$ cat config.mk
export PLATFORM = sky130hd
export DESIGN_NAME = game_flow_ctrl_flat
export DESIGN_NICKNAME = d
export VERILOG_FILES = /design/src/rtl/game_flow_ctrl_pkg.sv /design/src/rtl/game_flow_ctrl_if.sv /design/src/rtl/game_flow_ctrl_tube_hit_check.sv /design/src/rtl/game_flow_ctrl.sv /design/src/flat_wrapper.sv
export SDC_FILE = /design/constraint.sdc
export NUM_CORES = 1
export LEC_CHECK = 0
export CAP_MARGIN = 5
export CORE_MARGIN = 10
export CORE_UTILIZATION = 55
export CTS_BUF_LIST = sky130_fd_sc_hd__clkbuf_8
export CTS_CLUSTER_SIZE = 10
export DETAILED_ROUTE_END_ITERATION = 16
export HOLD_SLACK_MARGIN = 0.06
export PLACE_DENSITY = 0.95
export RECOVER_POWER = 100
export SLEW_MARGIN = 20
export SYNTH_ARGS = -nofsm -noshare
export SYNTH_HDL_FRONTEND = slang
export SYNTH_SLANG_ARGS = --single-unit
export TNS_END_PERCENT = 100
$ cat constraint.sdc
create_clock -name clk10 -period 3.4 [get_ports clk10]
set_input_delay 0.68 -clock clk10 [delete_from_list [all_inputs] [get_ports clk10]]
set_output_delay 0.68 -clock clk10 [all_outputs]
set_load 0.02 [all_outputs]
$ cat src/rtl/game_flow_ctrl_pkg.sv
// Shared constants for the game sequencer: state encodings, playfield geometry, widths.
// Collision math uses 12-bit signed so tube_x < TUBE_W or tube_y < GAP_HALF cannot wrap.
package game_flow_ctrl_pkg;

  localparam int COORD_W     = 10;
  localparam int SCORE_W     = 8;
  localparam int DEATH_TICKS = 20;
  localparam int TIMER_W     = $clog2(DEATH_TICKS);

  localparam logic signed [11:0] BIRD_X    = 12'sd180;
  localparam logic signed [11:0] BIRD_HALF = 12'sd8;
  localparam logic signed [11:0] TUBE_W    = 12'sd40;
  localparam logic signed [11:0] GAP_HALF  = 12'sd50;
  localparam logic signed [11:0] CEIL_Y    = 12'sd10;
  localparam logic signed [11:0] GROUND_Y  = 12'sd440;

  localparam logic [2:0] ST_READY = 3'd0;
  localparam logic [2:0] ST_PLAY  = 3'd1;
  localparam logic [2:0] ST_DYING = 3'd2;
  localparam logic [2:0] ST_OVER  = 3'd3;
  localparam logic [2:0] ST_CLEAR = 3'd4;

  function automatic logic signed [11:0] to_s(input logic [COORD_W-1:0] v);
    return $signed({2'b00, v});
  endfunction

endpackage

$ cat src/rtl/game_flow_ctrl_if.sv
// Bundle between the game sequencer and its surroundings (button, bird datapath, tube generator).
// master = the surroundings, slave = game_flow_ctrl.
interface game_flow_ctrl_if;

  logic                                    flap;
  logic [game_flow_ctrl_pkg::COORD_W-1:0]  bird_y;
  logic [game_flow_ctrl_pkg::COORD_W-1:0]  tube1_x, tube1_y;
  logic [game_flow_ctrl_pkg::COORD_W-1:0]  tube2_x, tube2_y;
  logic [game_flow_ctrl_pkg::COORD_W-1:0]  tube3_x, tube3_y;
  logic [game_flow_ctrl_pkg::SCORE_W-1:0]  score;
  logic                                    game_end;
  logic                                    tube_clr_n;
  logic                                    flap_pulse;
  logic                                    collide;
  logic [2:0]                              state;
  logic [game_flow_ctrl_pkg::SCORE_W-1:0]  best_score;

  modport master (
    output flap, bird_y, tube1_x, tube1_y, tube2_x, tube2_y, tube3_x, tube3_y, score,
    input  game_end, tube_clr_n, flap_pulse, collide, state, best_score
  );

  modport slave (
    input  flap, bird_y, tube1_x, tube1_y, tube2_x, tube2_y, tube3_x, tube3_y, score,
    output game_end, tube_clr_n, flap_pulse, collide, state, best_score
  );

endinterface

$ cat src/rtl/game_flow_ctrl_tube_hit_check.sv
// Combinational bird-vs-single-tube overlap test. Touching the gap edge exactly is safe;
// touching the tube's left/right column counts as horizontal overlap.
module game_flow_ctrl_tube_hit_check
  import game_flow_ctrl_pkg::*;
(
  input  logic [COORD_W-1:0] bird_y_i,
  input  logic [COORD_W-1:0] tube_x_i,
  input  logic [COORD_W-1:0] tube_y_i,
  output logic               hit_o
);

  logic signed [11:0] by, tx, ty;
  logic               h_ovl, v_out;

  assign by = to_s(bird_y_i);
  assign tx = to_s(tube_x_i);
  assign ty = to_s(tube_y_i);

  assign h_ovl = (BIRD_X + BIRD_HALF >= tx - TUBE_W) && (BIRD_X - BIRD_HALF <= tx);
  assign v_out = (by - BIRD_HALF < ty - GAP_HALF) || (by + BIRD_HALF > ty + GAP_HALF);

  assign hit_o = h_ovl && v_out;

endmodule

$ cat src/rtl/game_flow_ctrl.sv
// Game sequencer: flap synchroniser, registered collision flag, READY/PLAY/DYING/OVER/CLEAR FSM.
// Define HISCORE_EN to keep a best-score register; otherwise best_score is tied to zero.
//
// state | meaning
// READY | frozen, waiting for a flap to start
// PLAY  | tubes and bird running
// DYING | frozen death hold-off, DEATH_TICKS ticks
// OVER  | frozen, waiting for a flap to restart
// CLEAR | one-tick restart pulse to tubes and bird
module game_flow_ctrl
  import game_flow_ctrl_pkg::*;
(
  input  logic                clk10,
  input  logic                clr,
  game_flow_ctrl_if.slave     bus
);

  logic [1:0]         sync_q;
  logic               flap_prev_q;
  logic               flap_pulse_q;
  logic               collide_q;
  logic [2:0]         state_q, state_d;
  logic [TIMER_W-1:0] timer_q, timer_d;
  logic               game_end_q;
  logic               tube_clr_n_q;

  logic               hit1, hit2, hit3;
  logic               ceil_hit, ground_hit, hit;

  game_flow_ctrl_tube_hit_check u_hit1 (
    .bird_y_i (bus.bird_y),
    .tube_x_i (bus.tube1_x),
    .tube_y_i (bus.tube1_y),
    .hit_o    (hit1)
  );

  game_flow_ctrl_tube_hit_check u_hit2 (
    .bird_y_i (bus.bird_y),
    .tube_x_i (bus.tube2_x),
    .tube_y_i (bus.tube2_y),
    .hit_o    (hit2)
  );

  game_flow_ctrl_tube_hit_check u_hit3 (
    .bird_y_i (bus.bird_y),
    .tube_x_i (bus.tube3_x),
    .tube_y_i (bus.tube3_y),
    .hit_o    (hit3)
  );

  assign ceil_hit   = (to_s(bus.bird_y) - BIRD_HALF <= CEIL_Y);
  assign ground_hit = (to_s(bus.bird_y) + BIRD_HALF >= GROUND_Y);
  assign hit        = ceil_hit | ground_hit | hit1 | hit2 | hit3;

  // Button is asynchronous: two flops before the edge detector.
  always_ff @(posedge clk10 or negedge clr) begin
    if (!clr) begin
      sync_q       <= 2'b00;
      flap_prev_q  <= 1'b0;
      flap_pulse_q <= 1'b0;
      collide_q    <= 1'b0;
    end else begin
      sync_q       <= {sync_q[0], bus.flap};
      flap_prev_q  <= sync_q[1];
      flap_pulse_q <= sync_q[1] & ~flap_prev_q;
      collide_q    <= hit;
    end
  end

  always_comb begin
    state_d = state_q;
    timer_d = timer_q;
    case (state_q)
      ST_READY: if (flap_pulse_q) state_d = ST_PLAY;
      ST_PLAY: begin
        if (collide_q) begin
          state_d = ST_DYING;
          timer_d = TIMER_W'(DEATH_TICKS - 1);
        end
      end
      ST_DYING: begin
        if (timer_q == '0) state_d = ST_OVER;
        else               timer_d = timer_q - TIMER_W'(1);
      end
      ST_OVER:  if (flap_pulse_q) state_d = ST_CLEAR;
      ST_CLEAR: state_d = ST_READY;
      default:  state_d = ST_READY;
    endcase
  end

  // Outputs decode the next state so they change on the same edge as state_q.
  always_ff @(posedge clk10 or negedge clr) begin
    if (!clr) begin
      state_q      <= ST_READY;
      timer_q      <= '0;
      game_end_q   <= 1'b1;
      tube_clr_n_q <= 1'b1;
    end else begin
      state_q      <= state_d;
      timer_q      <= timer_d;
      game_end_q   <= (state_d != ST_PLAY);
      tube_clr_n_q <= (state_d != ST_CLEAR);
    end
  end

`ifdef HISCORE_EN
  logic [SCORE_W-1:0] best_q;

  always_ff @(posedge clk10 or negedge clr) begin
    if (!clr) begin
      best_q <= '0;
    end else if (state_q == ST_PLAY && state_d == ST_DYING && bus.score > best_q) begin
      best_q <= bus.score;
    end
  end

  assign bus.best_score = best_q;
`else
  logic unused_score;

  assign unused_score   = ^bus.score;
  assign bus.best_score = '0;
`endif

  assign bus.game_end   = game_end_q;
  assign bus.tube_clr_n = tube_clr_n_q;
  assign bus.flap_pulse = flap_pulse_q;
  assign bus.collide    = collide_q;
  assign bus.state      = state_q;

endmodule

$ cat src/flat_wrapper.sv
// flat-port wrapper written by rule: the top's interface ports become plain ports
module game_flow_ctrl_flat import game_flow_ctrl_pkg::*;
  (clk10, clr, bus_flap, bus_bird_y, bus_tube1_x, bus_tube1_y, bus_tube2_x, bus_tube2_y, bus_tube3_x, bus_tube3_y, bus_score, bus_game_end, bus_tube_clr_n, bus_flap_pulse, bus_collide, bus_state, bus_best_score);
  game_flow_ctrl_if bus_i ();
  input  logic clk10;
  input  logic clr;
  input wire logic [$bits(bus_i.flap)-1:0] bus_flap;
  input wire logic [$bits(bus_i.bird_y)-1:0] bus_bird_y;
  input wire logic [$bits(bus_i.tube1_x)-1:0] bus_tube1_x;
  input wire logic [$bits(bus_i.tube1_y)-1:0] bus_tube1_y;
  input wire logic [$bits(bus_i.tube2_x)-1:0] bus_tube2_x;
  input wire logic [$bits(bus_i.tube2_y)-1:0] bus_tube2_y;
  input wire logic [$bits(bus_i.tube3_x)-1:0] bus_tube3_x;
  input wire logic [$bits(bus_i.tube3_y)-1:0] bus_tube3_y;
  input wire logic [$bits(bus_i.score)-1:0] bus_score;
  output wire logic [$bits(bus_i.game_end)-1:0] bus_game_end;
  output wire logic [$bits(bus_i.tube_clr_n)-1:0] bus_tube_clr_n;
  output wire logic [$bits(bus_i.flap_pulse)-1:0] bus_flap_pulse;
  output wire logic [$bits(bus_i.collide)-1:0] bus_collide;
  output wire logic [$bits(bus_i.state)-1:0] bus_state;
  output wire logic [$bits(bus_i.best_score)-1:0] bus_best_score;
  assign bus_i.flap = bus_flap;
  assign bus_i.bird_y = bus_bird_y;
  assign bus_i.tube1_x = bus_tube1_x;
  assign bus_i.tube1_y = bus_tube1_y;
  assign bus_i.tube2_x = bus_tube2_x;
  assign bus_i.tube2_y = bus_tube2_y;
  assign bus_i.tube3_x = bus_tube3_x;
  assign bus_i.tube3_y = bus_tube3_y;
  assign bus_i.score = bus_score;
  assign bus_game_end = bus_i.game_end;
  assign bus_tube_clr_n = bus_i.tube_clr_n;
  assign bus_flap_pulse = bus_i.flap_pulse;
  assign bus_collide = bus_i.collide;
  assign bus_state = bus_i.state;
  assign bus_best_score = bus_i.best_score;
  game_flow_ctrl u_core (.clk10(clk10), .clr(clr), .bus(bus_i));
endmodule
# Word-level counts from Yosys, hierarchy flattened
# Index checks and enable logic that the tools add are counted.
dict set report word_totals {
  word_cells 68
  input_bits 81
  out_inout_bits 15
  register_bits 15
}
dict set report classes {
  magnitude_cmp 14
  n_addsub 12
  eq_ne 7
  n_reduce_logical 13
  mux 8
  bitwise_logic 6
}
# operator n
set ops {}
lappend ops {{$sub A10 B6 Y11 const B} 6}
lappend ops {{$ge A9 B12 Y1 const A} 3}
lappend ops {{$gt A12 B12 Y1} 3}
lappend ops {{$add A10 B6 Y11 const B} 3}
lappend ops {{$lt A11 B11 Y1} 3}
lappend ops {{$le A8 B10 Y1 const A} 3}
lappend ops {{$ge A12 B10 Y1 const B} 1}
lappend ops {{$mux W3} 4}
lappend ops {{$pmux W3 S4} 1}
lappend ops {{$add A10 B4 Y11 const B} 1}
lappend ops {{$le A11 B5 Y1 const B} 1}
lappend ops {{$sub A10 B4 Y11 const B} 1}
lappend ops {{$mux W5} 2}
lappend ops {{$pmux W5 S2} 1}
lappend ops {{$eq A3 B2 Y1 const B} 2}
lappend ops {{$logic_and A1 B1 Y1} 6}
lappend ops {{$logic_not A5 Y1} 1}
lappend ops {{$sub A5 B1 Y5 const B} 1}
lappend ops {{$or A1 B1 Y1} 4}
lappend ops {{$eq A3 B1 Y1 const B} 1}
lappend ops {{$logic_not A3 Y1} 1}
lappend ops {{$logic_or A1 B1 Y1} 3}
lappend ops {{$ne A3 B1 Y1 const B} 1}
lappend ops {{$ne A3 B3 Y1 const B} 1}
lappend ops {{6 further kinds} 6}

# Depth between registers and ports, before layout
# Gate-level depths: netlist (run 1).
dict set report logic_depth {
  ltp_word 7
  ltp_mapped 12
  depth_no_buf 12
}

# By module
# From an unflattened synthesis (run 1), not the netlist that was laid out.
dict set report unflattened {
  cells_unflattened 521
  hier_area_um2 4103.9
}
# mod cells_per_inst instances seq_area_each_um2 area_per_inst_um2
set by_module_without_submodules {}
lappend by_module_without_submodules {{game_flow_ctrl_tube_hit_check (u_core.u_hit1 ...)} 141 2 0.0 1057.3}
lappend by_module_without_submodules {{game_flow_ctrl_tube_hit_check (u_core.u_hit2)} 142 1 0.0 1052.3}
lappend by_module_without_submodules {game_flow_ctrl 97 1 377.9 937.1}

# Least setup slack after synthesis (run 1)
# No wires, ideal clock.
dict set report synth_timing {
  path_type {input-to-reg}
  from {input port bus_tube3_y[3]}
  to {register u_core.collide_q, in the netlist u_core.bus.collide}
  stages 11
  required_time_ps 3329
  setup_time_ps 71
  path_buffers 1
  path_slack_ps 417
  arrival_time_ps 2912
  path_cell_list {clkbuf_1 nor3_1 nor2_1 or3_1 or3_1 ha_1 nor2_1 nand2_1 or4_1 a41o_1 nand4_1}
}
dict set report synth_via {
  elab_chain_len 5
  word_cells_on_any_way 7
  cone_classes {add/sub (2); order compare (2); bitwise (1); reduce/logical (2)}
}
# element line
set synth_rtl {}
lappend synth_rtl {{start, declared} flat_wrapper.sv:14} ;# input wire logic [$bits(bus_i.tube3_y)-1:0] bus_tube3_y;
lappend synth_rtl {{$add A10 B6 Y11 / $sub A10 B6 Y11 (equally long branches)} game_flow_ctrl_tube_hit_check.sv:20} ;# assign v_out = (by - BIRD_HALF < ty - GAP_HALF) || (by + BIRD_HALF > ty + GAP_HALF);
lappend synth_rtl {{$gt A12 B12 Y1 / $lt A11 B11 Y1 (equally long branches)} game_flow_ctrl_tube_hit_check.sv:20}
lappend synth_rtl {{$logic_or A1 B1 Y1 (*)} game_flow_ctrl_tube_hit_check.sv:20}
lappend synth_rtl {{$logic_and A1 B1 Y1 (*)} game_flow_ctrl_tube_hit_check.sv:22} ;# assign hit_o = h_ovl && v_out;
lappend synth_rtl {{$or A1 B1 Y1 (*)} game_flow_ctrl.sv:53} ;# assign hit = ceil_hit | ground_hit | hit1 | hit2 | hit3;
lappend synth_rtl {{named net u_core.hit} game_flow_ctrl.sv:28} ;# logic ceil_hit, ground_hit, hit;
lappend synth_rtl {{end signal, assigned} game_flow_ctrl.sv:66} ;# collide_q <= hit;
lappend synth_rtl {{end, declared} game_flow_ctrl.sv:21} ;# logic collide_q;
# Mark *: on every way through the listed nets, which the timed path passes. The rest lies on a longest branch.
# A chain may end at the register's enable or synchronous reset.

# Worst setup path after layout (run 1)
dict set report layout_timing {
  from {input port bus_bird_y[4]}
  to {register u_core.collide_q, in the netlist u_core.bus.collide}
}
dict set report layout_via {
  elab_chain_len 7
  word_cells_on_any_way 20
  cone_classes {add/sub (2); order compare (8); bitwise (4); reduce/logical (6)}
}
# element line
set layout_rtl {}
lappend layout_rtl {{start, declared} flat_wrapper.sv:8} ;# input wire logic [$bits(bus_i.bird_y)-1:0] bus_bird_y;
lappend layout_rtl {{$add A10 B4 Y11 / $sub A10 B4 Y11 (equally long branches)} {game_flow_ctrl_tube_hit_check.sv:20, game_flow_ctrl.sv:52, game_flow_ctrl.sv:51}}
lappend layout_rtl {{$gt A12 B12 Y1 / $lt A11 B11 Y1 (equally long branches)} game_flow_ctrl_tube_hit_check.sv:20}
lappend layout_rtl {{$logic_or A1 B1 Y1} game_flow_ctrl_tube_hit_check.sv:20}
lappend layout_rtl {{$logic_and A1 B1 Y1} game_flow_ctrl_tube_hit_check.sv:22}
lappend layout_rtl {{$or A1 B1 Y1 (2 in a row)} game_flow_ctrl.sv:53}
lappend layout_rtl {{$or A1 B1 Y1 (*)} game_flow_ctrl.sv:53}
lappend layout_rtl {{named net u_core.hit} game_flow_ctrl.sv:28}
# Marks and branches as above.

==> impl_table.tex, run 1 <==
\begin{tabular}{lr}
\hline
Metric & Value \\
\hline
\multicolumn{2}{l}{\textbf{Route}} \\
\quad Average wire length per cell after detail routing & 16.5 um \\
\quad Total length of routed wires & between 10 and 15 mm \\
\quad DRC errors left & 0 \\
\quad Via count & 3820 \\
\quad DRT iter0 DRCs & 228 \\
\quad Length of the first detailed-routing pass in iterations & 5 \\
\quad Post-DR vias/cell & about 6 \\
\quad Remaining antenna violation count after routing & 0 \\
\multicolumn{2}{l}{\textbf{Timing}} \\
\quad Slew @ Worst Pin & 0.659 ns \\
\quad Max transition margin & between 50 and 60\% \\
\quad Worst path setup slack after routing & just under 0.1 ns \\
\quad Minimum clock period & between 3 and 4 ns \\
\quad Max-slew violation total from the final report & 0 \\
\quad Worst clock skew & 0.00693 ns \\
\quad Hold slack final & 0.367 ns \\
\quad Period Utilization, post-route & 97.1\% \\
\quad Hold Fails Final Rpt & 0 \\
\quad Highest achievable clock rate & 303 MHz \\
\quad Number of endpoints failing setup at the final stage & 0 \\
\multicolumn{2}{l}{\textbf{Placement}} \\
\quad Post-Place Cell Area & 4600 um2 \\
\quad Routability-driven placement congestion ratio & 0.903 \\
\quad Placed wire-length estimate after detailed placement & 8.81 mm \\
\quad Placed cell count & 632 \\
\quad Port Buf Inserts & 79 \\
\quad DP Worst Slack & -0.121 ns \\
\multicolumn{2}{l}{\textbf{Floorplan}} \\
\quad Initial Utilization & 55.8\% \\
\quad Boundary pin count & 96 \\
\quad Die width & 99.8 um \\
\quad Area of the core & 6280 um2 \\
\quad DIE AREA & 9970 um2 \\
\quad Number of rows in the core area & 29 \\
\quad Chip height & 99.8 um \\
\multicolumn{2}{l}{\textbf{Logic synthesis}} \\
\quad Number of flops mapped to enable cells by yosys & 0 \\
\quad Share of synthesized area occupied by flip-flops and latches & 10.8\% \\
\quad Number of distinct library cells after synthesis & 59 \\
\quad Post-synthesis async set-or-reset flop share & 100\% \\
\quad Synthesis-stage register bit count & 15 \\
\quad Total standard cell area after synthesis & 3500 um2 \\
\quad Average cell area after synthesis & 7.77 um2 \\
\quad Gate Count Post-Synth & 451 \\
\quad Most instantiated flip-flop cell in the synthesis netlist & sky130\_fd\_sc\_hd\_\_dfrtp\_1 \\
\quad Total of warnings raised by yosys & 0 \\
\multicolumn{2}{l}{\textbf{Power}} \\
\quad Power per standard cell area & 259 nW/um2 \\
\quad Gate power share & 64.3\% \\
\quad Share of total power consumed by net switching & about 43\% \\
\quad IR Drop Worst-Case VDD & 0.000344 V \\
\quad Final total power & 1.20 mW \\
\quad Reported net switching power & 515 uW \\
\quad Internal Power & between 600 and 700 uW \\
\quad Sequential fraction of design power & 24.2\% \\
\quad Leakage power & 2.14 nW \\
\quad Proportion of power drawn by the clock network & 11.5\% \\
\multicolumn{2}{l}{\textbf{Layout}} \\
\quad Number of nets in the layout & 714 \\
\quad Synthesis-to-layout area growth & 32.5\% \\
\quad Fraction of layout cells with a size suffix above 1 & 9.66\% \\
\quad Final-layout fill cell count & around 420 \\
\quad Final non-filler cell area & 4640 um2 \\
\quad Number of cells in the finished layout apart from fillers & 636 \\
\quad Final antenna diode count & 0 \\
\multicolumn{2}{l}{\textbf{CTS}} \\
\quad Buffer type at the clock tree root & sky130\_fd\_sc\_hd\_\_clkbuf\_8 \\
\quad Maximum root-to-sink buffer count & 2 \\
\quad Post-cts hold buffer count & 0 \\
\quad H-tree lvl count & 1 \\
\quad Number of buffers added by the clock tree synthesis step & 3 \\
\quad Clock tree sinks & 15 \\
\quad TritonCTS clock tree & built \\
\quad Clk pin slew, worst setup/hold paths & 0.06 ns \\
\quad Clock latency on the worst-skew pair & 0.25 ns \\
\multicolumn{2}{l}{\textbf{Worst hold path}} \\
\quad Class of the tightest hold or removal check & reg -> reg \\
\multicolumn{2}{l}{\textbf{Run status}} \\
\quad Run status & completed \\
\multicolumn{2}{l}{\textbf{Global route}} \\
\quad Number of antenna violations at the first check in global routing & 0 \\
\quad First-pass GRT wire length & 17.3 mm \\
\quad Via count of the first global-routing pass & around 3.9k \\
\quad Overall fraction of global-route tracks in use & about 20\% \\
\quad Largest net degree at the start of global routing & 16 \\
\quad Congestion Overflow GR & 0 \\
\multicolumn{2}{l}{\textbf{Job}} \\
\quad Max Cap Viol & 0 \\
\multicolumn{2}{l}{\textbf{Worst setup path}} \\
\quad Type of the setup path with the least slack & in -> reg \\
\quad Startpoint type of the worst setup path & input port \\
\quad Highest net fanout along the worst path & 4 \\
\quad Endpoint arrival time on the critical path & 3.40 ns \\
\quad Required time worst endpoint & 3.50 ns \\
\quad Setup crit end kind & flip-flop \\
\hline
\end{tabular}
-- cell families after synthesis --
family | Yosys count | synth area share [%]
AOI/OAI and AO/OA | 94 | 17.9
adders and majority gates | 73 | 26.1
other | 1 | 0.107
muxes | 3 | 0.857
buffers and inverters | 53 | 7.00
xor gates and xnor gates | 54 | 13.5
DFF | 15 | 10.8
and+or+nand+nor | 158 | 23.8
-- synth_stat cells (all sizes together), types with 3 or more instances --
cell    number  area share (%)
ha          73              26
nand2       33             3.5
nor2        31             3.3
xor2        30             7.5
inv         29             3.1
a21oi       24             3.4
xnor2       24             6.0
nand3       23             3.3
o21ai       15             2.1
buf         14             2.8
dfrtp       13             9.3
nor3        13             1.9
nand2b      11             2.0
clkbuf      10             1.1
nand4        9             1.6
o211ai       7             1.5
or3          7             1.2
a211oi       6             1.3
a21o         5             1.1
a31oi        5            0.89
and3         5            0.89
nor2b        5            0.89
a211o        4             1.0
nor3b        4             1.1
mux2i        3            0.86
nor4         3            0.54
o21bai       3            0.64
o22a         3            0.75
-- cells in the final DEF, fill, tap and decap left out, types with 3 or more instances in the layout --
cell type,n
sky130_fd_sc_hd__ha_1,73
sky130_fd_sc_hd__clkdlybuf4s50_1,70
sky130_fd_sc_hd__buf_4,42
sky130_fd_sc_hd__nand2_1,33
sky130_fd_sc_hd__nor2_1,31
sky130_fd_sc_hd__inv_1,30
sky130_fd_sc_hd__xor2_1,30
sky130_fd_sc_hd__xnor2_1,24
sky130_fd_sc_hd__nand3_1,23
sky130_fd_sc_hd__a21oi_1,23
sky130_fd_sc_hd__o21ai_0,15
sky130_fd_sc_hd__dfrtp_1,13
sky130_fd_sc_hd__nor3_1,12
sky130_fd_sc_hd__nand2b_1,11
sky130_fd_sc_hd__nand4_1,9
sky130_fd_sc_hd__dlygate4sd3_1,9
sky130_fd_sc_hd__conb_1,8
sky130_fd_sc_hd__or3_1,7
sky130_fd_sc_hd__o211ai_1,7
sky130_fd_sc_hd__a211oi_1,6
sky130_fd_sc_hd__nor2b_1,5
sky130_fd_sc_hd__and3_1,5
sky130_fd_sc_hd__a31oi_1,5
sky130_fd_sc_hd__a21o_1,5
sky130_fd_sc_hd__a211o_1,4
sky130_fd_sc_hd__nor3b_1,3
sky130_fd_sc_hd__mux2i_1,3
sky130_fd_sc_hd__nor4_1,3
sky130_fd_sc_hd__o21bai_1,3
sky130_fd_sc_hd__o22a_1,3
sky130_fd_sc_hd__clkbuf_8,3
-- registers in the layout, indices dropped and copies added (netlist names) --
| signal | count |
|---|---|
| u_core.timer_q | 5 |
| u_core.bus.flap_pulse | 1 |
| u_core.sync_q | 2 |
| u_core.bus.collide | 1 |
| u_core.bus.state | 3 |
| u_core.bus.game_end | 1 |
| u_core.bus.tube_clr_n | 1 |
| u_core.flap_prev_q | 1 |
-- metal layers --
metal | routed length (um) | share of wire [%] | global-route usage (%)
met5 | 0 | 0 | 0
met2 | 5200 | 50 | 36.3
met3 | 765 | 7.3 | 2.82
met4 | 262 | 2.5 | 7.83
met1 | 4250 | 41 | 22.9
-- metrics by stage --
step	setup TNS, ns	util (%)
detailed placement	-0.121	73.2
floorplan	0	-
global placement	-0.0195	73.2
CTS	0	73.9
global route	-0.00282	73.9
finish	0	73.9
-- worst max-delay path, stage by stage --
cell and delay [ns]:
sky130_fd_sc_hd__clkdlybuf4s50_1 0.56, sky130_fd_sc_hd__ha_1 0.21, sky130_fd_sc_hd__and4_1 0.25, sky130_fd_sc_hd__nand2_1 0.08, sky130_fd_sc_hd__xnor2_1 0.22, sky130_fd_sc_hd__ha_1 0.28
sky130_fd_sc_hd__o21ai_0 0.20, sky130_fd_sc_hd__nor2_1 0.06, sky130_fd_sc_hd__a211o_1 0.28, sky130_fd_sc_hd__o22a_1 0.18, sky130_fd_sc_hd__o31ai_1 0.27, sky130_fd_sc_hd__nand4_1 0.14
-- power by group through the flow --
| stage | clock [mW] | combinational [mW] | sequential (mW) |
|---|---|---|---|
| after floorplan | 0 | 0.491 | 0.285 |
| after global placement | 0 | 0.718 | 0.287 |
| after detailed placement | 0 | 0.764 | 0.292 |
| after CTS | 0.140 | 0.774 | 0.291 |
| after global routing | 0.147 | 0.854 | 0.297 |
| final | 0.139 | 0.772 | 0.291 |
-- final timing paths --
kind / from / endpoint / slack (ns) / cells after the start
setup / recovery: bus_bird_y[4] / u_core.bus.collide / 0.1 / 12
hold / removal: u_core.sync_q[1] / u_core.flap_prev_q / 0.37 / 0
setup reg to reg: u_core.timer_q[0] / u_core.timer_q[0] / 1.08 / 7
hold reg to reg: u_core.sync_q[1] / u_core.flap_prev_q / 0.37 / 0
max in group asynchronous: clr / u_core.bus.flap_pulse / 2.07 / 1
min in group asynchronous: clr / u_core.timer_q[1] / 0.90 / 1
-- what timing repair did --
item	CTS	global route
buffers inserted	0	0
endpoints found under the hold margin	0	0
setup endpoints to repair	0	1
resized for setup	0	2
-- area by class of cell --
| cell class | instances | area (um2) | area share [%] |
|---|---|---|---|
| clock buffers | 3 | 41.3 | 0.889 |
| clock inverters | 1 | 3.75 | 0.0809 |
| inverters | 29 | 109 | 2.35 |
| multi-input cells | 390 | 2910 | 62.6 |
| flip-flops and latches | 15 | 378 | 8.14 |
| well taps | 77 | 96.3 | 2.08 |
| repair buffers | 121 | 1110 | 23.8 |
Note: power is estimated with default switching activity, not from simulation.
==> inputs of run 2 (changes only) <==
--- a/config.mk
+++ b/config.mk
@@ -11,7 +11,8 @@
 export CTS_BUF_LIST = sky130_fd_sc_hd__clkbuf_8
 export CTS_CLUSTER_SIZE = 10
 export DETAILED_ROUTE_END_ITERATION = 16
-export HOLD_SLACK_MARGIN = 0.06
+export GPL_ROUTABILITY_DRIVEN = 0
+export HOLD_SLACK_MARGIN = 0.05
 export PLACE_DENSITY = 0.95
 export RECOVER_POWER = 100
 export SLEW_MARGIN = 20
==> impl_table.tex, run 2 (synthesized netlist as in run 1, its figures left out) <==
\begin{tabular}{lr}
\hline
Metric & Value \\
\hline
\multicolumn{2}{l}{\textbf{Timing}} \\
\quad Slew @ Worst Pin & 0.659 ns (+0.000427 ns) \\
\quad Sum Neg Setup Slack & 0 ns (unchanged) \\
\quad Unrepaired setup endpoints after global routing & no \\
\quad Max transition margin & 55.9\% (about the same) \\
\quad Minimum clock period & 3.30 ns (+0.00276 ns) \\
\quad Hold slack final & 0.360 ns (-0.00642 ns) \\
\quad Hold Fails Final Rpt & 0 (unchanged) \\
\quad Worst clock skew & 0.00170 ns (-0.00524 ns) \\
\quad Max-slew violation total from the final report & 0 (unchanged) \\
\quad Worst path setup slack after routing & 0.0961 ns (-0.00276 ns) \\
\quad Period Utilization, post-route & 97.2\% (about the same) \\
\quad Highest achievable clock rate & 303 MHz (about the same) \\
\quad Number of endpoints failing setup at the final stage & 0 (unchanged) \\
\multicolumn{2}{l}{\textbf{Worst setup path}} \\
\quad Launching element of the worst setup path & bus\_bird\_y[4] \\
\quad Worst r2r path cells & 7 (unchanged) \\
\quad Setup crit end kind & flip-flop \\
\quad Reg-to-Reg Start & u\_core.timer\_q[0] \\
\quad Type of the setup path with the least slack & in -> reg \\
\quad Required time worst endpoint & 3.49 ns (about the same) \\
\quad R2R Setup Slk & 1.24 ns (+0.16 ns) \\
\quad Startpoint type of the worst setup path & input port \\
\quad Endpoint arrival time on the critical path & 3.40 ns (about the same) \\
\quad Worst reg2reg endpoint & u\_core.timer\_q[0] \\
\quad Highest net fanout along the worst path & 4 (unchanged) \\
\multicolumn{2}{l}{\textbf{Worst hold path}} \\
\quad Class of the tightest hold or removal check & reg -> reg \\
\quad Capture endpoint of the worst hold path & u\_core.sync\_q[1] \\
\quad Hold Crit Depth & 0 (unchanged) \\
\quad Startpoint of the worst hold path & u\_core.sync\_q[0] \\
\multicolumn{2}{l}{\textbf{Global route}} \\
\quad Congestion Overflow GR & 0 (unchanged) \\
\quad Largest net degree at the start of global routing & 16 (unchanged) \\
\quad Number of antenna violations at the first check in global routing & 0 (unchanged) \\
\quad Overall fraction of global-route tracks in use & 20.4\% (+0.39 points) \\
\quad First-pass GRT wire length & 17.6 mm (+1.4\%) \\
\quad Via count of the first global-routing pass & 4016 (+3.6\%) \\
\multicolumn{2}{l}{\textbf{Layout}} \\
\quad Fraction of layout cells with a size suffix above 1 & 10.6\% (+0.91 points) \\
\quad Layout Utilization & 74.3\% (+0.34 points) \\
\quad Final antenna diode count & 0 (unchanged) \\
\quad Synthesis-to-layout area growth & 33.1\% \\
\quad Register with the most flip-flops & u\_core.timer\_q \\
\quad Number of flip-flops in the largest register & 5 (unchanged) \\
\quad Number of nets in the layout & 713 (-0.14\%) \\
\quad Leading cell type in the layout, fill and taps excluded & sky130\_fd\_sc\_hd\_\_ha\_1 \\
\quad Number of cells in the finished layout apart from fillers & 635 (-0.16\%) \\
\quad Top library cells by usage in the layout, fill and taps aside & 73 x sky130\_fd\_sc\_hd\_\_ha\_1, 70 x sky130\_fd\_sc\_hd\_\_clkdlybuf4s50\_1, 41 x sky130\_fd\_sc\_hd\_\_buf\_4 \\
\multicolumn{2}{l}{\textbf{CTS}} \\
\quad Post CTS Setup Buffer Count & 0 (unchanged) \\
\quad Maximum root-to-sink buffer count & 2 (unchanged) \\
\quad Number of buffers added by the clock tree synthesis step & 3 (unchanged) \\
\quad Buffer type at the clock tree root & sky130\_fd\_sc\_hd\_\_clkbuf\_8 \\
\quad H-tree lvl count & 1 (unchanged) \\
\quad Clock latency on the worst-skew pair & 0.25 ns (about the same) \\
\quad TritonCTS clock tree & built \\
\quad Clock tree sinks & 15 (unchanged) \\
\quad Clk pin slew, worst setup/hold paths & 0.06 ns (about the same) \\
\quad Post-cts hold buffer count & 0 (unchanged) \\
\multicolumn{2}{l}{\textbf{Route}} \\
\quad DRC errors left & 0 (unchanged) \\
\quad Length of the first detailed-routing pass in iterations & 5 (unchanged) \\
\quad Remaining antenna violation count after routing & 0 (unchanged) \\
\quad DRT iter0 DRCs & 172 (-25\%) \\
\quad Post-DR vias/cell & 6.05 (+0.76\%) \\
\quad Via count & 3843 (+0.60\%) \\
\quad Total length of routed wires & 10.7 mm (+1.7\%) \\
\quad Average wire length per cell after detail routing & 16.8 um (+1.9\%) \\
\multicolumn{2}{l}{\textbf{Floorplan}} \\
\quad Chip height & 99.8 um (unchanged) \\
\quad Initial Utilization & 55.8\% (unchanged) \\
\quad DIE AREA & 9970 um2 (unchanged) \\
\quad Die width & 99.8 um (unchanged) \\
\quad Area of the core & 6280 um2 (unchanged) \\
\quad Number of rows in the core area & 29 (unchanged) \\
\quad Boundary pin count & 96 (unchanged) \\
\multicolumn{2}{l}{\textbf{Placement}} \\
\quad Placed cell count & 631 (-0.16\%) \\
\quad DP Worst Slack & -0.106 ns (+0.0148 ns) \\
\quad Port Buf Inserts & 79 (unchanged) \\
\quad Placed wire-length estimate after detailed placement & 8.84 mm (+0.33\%) \\
\multicolumn{2}{l}{\textbf{Job}} \\
\quad Max Cap Viol & 0 (unchanged) \\
\multicolumn{2}{l}{\textbf{Power}} \\
\quad Power per standard cell area & 261 nW/um2 (+1.0\%) \\
\quad IR Drop Worst-Case VDD & 0.000489 V (+42\%) \\
\quad Leakage power & 2.15 nW (+0.21\%) \\
\multicolumn{2}{l}{\textbf{Run status}} \\
\quad Run status & completed \\
\hline
\end{tabular}
run 2: cell types whose count changed in the layout (fill, tap and decap cells not counted), sizes merged:
cell    change
buf         -1
clkinv      +1
inv         -1
run 2: worst max path at each step:
stage	endpoint	slack, ns	cells past startpoint
2_1_floorplan	u_core.bus.collide	0.42	11
3_3_place_gp	u_core.bus.collide	-0.02	11
3_5_place_dp	u_core.bus.collide	-0.11	11
4_1_cts	u_core.bus.collide	0.04	12
5_1_grt	u_core.bus.collide	0.005	11
6_report	u_core.bus.collide	0.1	11
run 2: final cells by class:
class                           instances  area, um2
Clock inverter                          1       5.00
Timing Repair Buffer                  120       1100
Multi-Input combinational cell        390       2940
Tap cell                               77       96.3
Fill cell                             434       1610
Inverter                               29        109
Clock buffer                            3       41.3
Sequential cell                        15        378
run 2: what timing repair did:
item | CTS | global route
gates resized for setup | 0 | 8
setup endpoints to repair | 0 | 1
endpoints found under the hold margin | 0 | 0
run 2: routing by layer:
| layer | share of wire, % | track usage [%] |
|---|---|---|
| met3 | 7.5 | 3.91 |
| met1 | 39 | 21.8 |
| met4 | 4.0 | 9.81 |
| met2 | 50 | 37.4 |
| met5 | 0 | 0 |
run 2: where the power goes:
group / switching (mW) / internal (mW) / leakage, nW
clock: 0.0639 / 0.0811 / 0.0255
sequential: 0.0652 / 0.225 / 0.174
combinational: 0.399 / 0.385 / 1.95
total: 0.528 / 0.691 / 2.15
run 2: worst max-delay path, stage by stage:
cell and delay, ns:
sky130_fd_sc_hd__clkdlybuf4s50_1 0.55, sky130_fd_sc_hd__ha_1 0.21, sky130_fd_sc_hd__and4_4 0.26, sky130_fd_sc_hd__nand2_1 0.11
sky130_fd_sc_hd__xnor2_2 0.19, sky130_fd_sc_hd__ha_1 0.34, sky130_fd_sc_hd__and4_1 0.23, sky130_fd_sc_hd__a211o_1 0.27
sky130_fd_sc_hd__o22a_1 0.17, sky130_fd_sc_hd__o31ai_1 0.25, sky130_fd_sc_hd__nand4_1 0.14
run 2: metrics by stage:
| step | cell area (um2) | power, mW |
|---|---|---|
| after global placement | 4590 | 1.01 |
| final | 4660 | 1.22 |
| after detailed placement | 4590 | 1.06 |
| after CTS | 4640 | 1.21 |
| after floorplan | 3530 | 0.775 |
| after global routing | 4660 | 1.32 |
==> inputs of run 3 (changes only) <==
--- a/config.mk
+++ b/config.mk
@@ -7,13 +7,13 @@
 export LEC_CHECK = 0
 export CAP_MARGIN = 5
 export CORE_MARGIN = 10
-export CORE_UTILIZATION = 55
-export CTS_BUF_LIST = sky130_fd_sc_hd__clkbuf_8
+export CORE_UTILIZATION = 46
+export CTS_BUF_LIST = sky130_fd_sc_hd__clkbuf_4 sky130_fd_sc_hd__clkbuf_8
 export CTS_CLUSTER_SIZE = 10
 export DETAILED_ROUTE_END_ITERATION = 16
 export GPL_ROUTABILITY_DRIVEN = 0
 export HOLD_SLACK_MARGIN = 0.05
-export PLACE_DENSITY = 0.95
+export PLACE_DENSITY = 0.9
 export RECOVER_POWER = 100
 export SLEW_MARGIN = 20
 export SYNTH_ARGS = -nofsm -noshare
==> constraint.sdc (replaced) <==
create_clock -name clk10 -period 2.7 [get_ports clk10]
set_input_delay 0.54 -clock clk10 [delete_from_list [all_inputs] [get_ports clk10]]
set_output_delay 0.54 -clock clk10 [all_outputs]
set_load 0.02 [all_outputs]
==> impl_table.tex, run 3 (synthesized netlist as in run 1, its figures left out) <==
\begin{tabular}{lr}
\hline
Metric & Value \\
\hline
\multicolumn{2}{l}{\textbf{Floorplan}} \\
\quad Chip height & 107 um (+7.5\%) \\
\quad Initial Utilization & 47.8\% (-8.0 points) \\
\quad DIE AREA & 11500 um2 (+16\%) \\
\quad Number of rows in the core area & 31 (+6.9\%) \\
\quad Boundary pin count & 96 (unchanged) \\
\quad Die width & 107 um (+7.5\%) \\
\quad Area of the core & 7330 um2 (+17\%) \\
\multicolumn{2}{l}{\textbf{CTS}} \\
\quad TritonCTS clock tree & built \\
\quad Clock latency on the worst-skew pair & 0.25 ns (about the same) \\
\quad Clk pin slew, worst setup/hold paths & 0.07 ns (about the same) \\
\quad Maximum root-to-sink buffer count & 2 (unchanged) \\
\quad Clock tree sinks & 15 (unchanged) \\
\quad H-tree lvl count & 1 (unchanged) \\
\quad Buffer type at the clock tree root & sky130\_fd\_sc\_hd\_\_clkbuf\_8 \\
\quad Number of buffers added by the clock tree synthesis step & 3 (unchanged) \\
\multicolumn{2}{l}{\textbf{Global route}} \\
\quad Number of antenna violations at the first check in global routing & 0 (unchanged) \\
\quad Via count of the first global-routing pass & 4460 (+11\%) \\
\quad Congestion Overflow GR & 0 (unchanged) \\
\quad Overall fraction of global-route tracks in use & 20.7\% (+0.34 points) \\
\quad First-pass GRT wire length & 20.1 mm (+15\%) \\
\quad Largest net degree at the start of global routing & 16 (unchanged) \\
\multicolumn{2}{l}{\textbf{Worst hold path}} \\
\quad Startpoint of the worst hold path & u\_core.sync\_q[0] \\
\quad Class of the tightest hold or removal check & reg -> reg \\
\multicolumn{2}{l}{\textbf{Worst setup path}} \\
\quad Launching element of the worst setup path & bus\_bird\_y[3] \\
\quad Setup crit end kind & flip-flop \\
\quad Type of the setup path with the least slack & in -> reg \\
\quad Endpoint arrival time on the critical path & 2.92 ns (-0.48 ns) \\
\quad Startpoint type of the worst setup path & input port \\
\quad Required time worst endpoint & 2.87 ns (-0.62 ns) \\
\quad Reg-to-Reg Start & u\_core.timer\_q[0] \\
\quad Highest net fanout along the worst path & 4 (unchanged) \\
\multicolumn{2}{l}{\textbf{Layout}} \\
\quad Number of nets in the layout & 770 (+8.0\%) \\
\quad Fraction of layout cells with a size suffix above 1 & 31.1\% (+20 points) \\
\quad Register with the most flip-flops & u\_core.timer\_q \\
\quad Synthesis-to-layout area growth & 57.8\% \\
\quad Final-layout fill cell count & 455 (+4.8\%) \\
\quad Layout Utilization & 75.4\% (+1.2 points) \\
\quad Leading cell type in the layout, fill and taps excluded & sky130\_fd\_sc\_hd\_\_buf\_4 \\
\quad Final antenna diode count & 0 (unchanged) \\
\quad Top library cells by usage in the layout, fill and taps aside & 90 x sky130\_fd\_sc\_hd\_\_buf\_4, 67 x sky130\_fd\_sc\_hd\_\_ha\_1, 44 x sky130\_fd\_sc\_hd\_\_clkdlybuf4s50\_1 \\
\quad Number of flip-flops in the largest register & 5 (unchanged) \\
\multicolumn{2}{l}{\textbf{Route}} \\
\quad Total length of routed wires & 13.1 mm (+23\%) \\
\quad Remaining antenna violation count after routing & 0 (unchanged) \\
\quad Average wire length per cell after detail routing & 18.4 um (+9.5\%) \\
\quad DRC errors left & 0 (unchanged) \\
\quad Length of the first detailed-routing pass in iterations & 5 (unchanged) \\
\quad DRT iter0 DRCs & 197 (+15\%) \\
\quad Via count & 4217 (+9.7\%) \\
\quad Post-DR vias/cell & 5.91 (-2.4\%) \\
\multicolumn{2}{l}{\textbf{Timing}} \\
\quad Number of endpoints failing setup at the final stage & 1 (+1) \\
\quad Sum Neg Setup Slack & -0.0456 ns (-0.0456 ns) \\
\quad Highest achievable clock rate & 364 MHz \\
\quad Max transition margin & 56.6\% (+0.70 points) \\
\quad Slew @ Worst Pin & 0.649 ns (-0.0104 ns) \\
\quad Minimum clock period & 2.75 ns \\
\quad Worst clock skew & 0.00529 ns (+0.00359 ns) \\
\quad Period Utilization, post-route & 102\% \\
\quad Max-slew violation total from the final report & 0 (unchanged) \\
\quad Hold Fails Final Rpt & 0 (unchanged) \\
\quad Worst path setup slack after routing & -0.0456 ns (-0.142 ns) \\
\multicolumn{2}{l}{\textbf{Run status}} \\
\quad Violations in the final reports & setup timing \\
\quad Run status & complete, but fails checks \\
\multicolumn{2}{l}{\textbf{Placement}} \\
\quad Placed wire-length estimate after detailed placement & 9.31 mm (+5.4\%) \\
\quad DP Worst Slack & -0.714 ns (-0.607 ns) \\
\quad Port Buf Inserts & 79 (unchanged) \\
\multicolumn{2}{l}{\textbf{Power}} \\
\quad Leakage power & 2.59 nW (+21\%) \\
\quad IR Drop Worst-Case VDD & 0.000231 V (-53\%) \\
\quad Final total power & 1.69 mW (+39\%) \\
\quad Power per standard cell area & 306 nW/um2 (+17\%) \\
\multicolumn{2}{l}{\textbf{Job}} \\
\quad Max Cap Viol & 0 (unchanged) \\
\hline
\end{tabular}
## run 3: where the power goes
group / switching (mW) / internal (mW)
Clock: 0.0794 / 0.102
Combinational: 0.582 / 0.569
Sequential: 0.0778 / 0.284
Total: 0.739 / 0.955
## run 3: path summary, 6_finish.rpt
check                                       to  depth (start not counted)  slack (ns)
min reg2reg                   u_core.sync_q[1]                          0        0.36
max in group asynchronous  u_core.bus.state[2]                          1        1.52
min                           u_core.sync_q[1]                          0        0.36
max reg2reg                  u_core.timer_q[0]                          7        0.60
max                         u_core.bus.collide                         11       -0.05
min in group asynchronous    u_core.timer_q[4]                          1        0.76
## run 3: repair_timing
item / in CTS / in global routing
pin swaps: 38 / 58
resized for setup: 85 / 76
hold buffers: 0 / 0
endpoints found under the setup margin: 1 / 1
buffers inserted: 10 / 5
## run 3: cell type report
class,instances,area (um2),area share [%]
multi-input combinational,390,3350,60.6
timing repair buffer,177,1520,27.5
sequential,15,378,6.83
tap,99,124,2.24
inverter,29,109,1.97
clock buffer,3,41.3,0.747
clock inverter,1,5.00,0.0905
## run 3: critical path, stage by stage
cell                      delay [ns]
sky130_fd_sc_hd__buf_2          0.14
sky130_fd_sc_hd__buf_4          0.16
sky130_fd_sc_hd__inv_1          0.09
sky130_fd_sc_hd__ha_1           0.27
sky130_fd_sc_hd__xor2_1         0.36
sky130_fd_sc_hd__ha_1           0.31
sky130_fd_sc_hd__o21ai_1        0.08
sky130_fd_sc_hd__a21oi_1        0.07
sky130_fd_sc_hd__or4_1          0.51
sky130_fd_sc_hd__a41o_1         0.25
sky130_fd_sc_hd__nand4_1        0.13
## run 3: per-layer routing
layer,global-route usage (%),wire (um)
met5,0,0
met4,11.0,889
met3,3.89,925
met2,38.5,6470
met1,21.4,4840
## run 3: per-stage QoR
stage          instances  instance area [um2]  hold slack, ns
4_1_cts              710                 5290           0.359
3_3_place_gp         696                 4950           0.341
3_5_place_dp         696                 4950           0.336
5_1_grt              714                 5530           0.371
6_report             714                 5530           0.360
2_1_floorplan        458                 3540           0.244
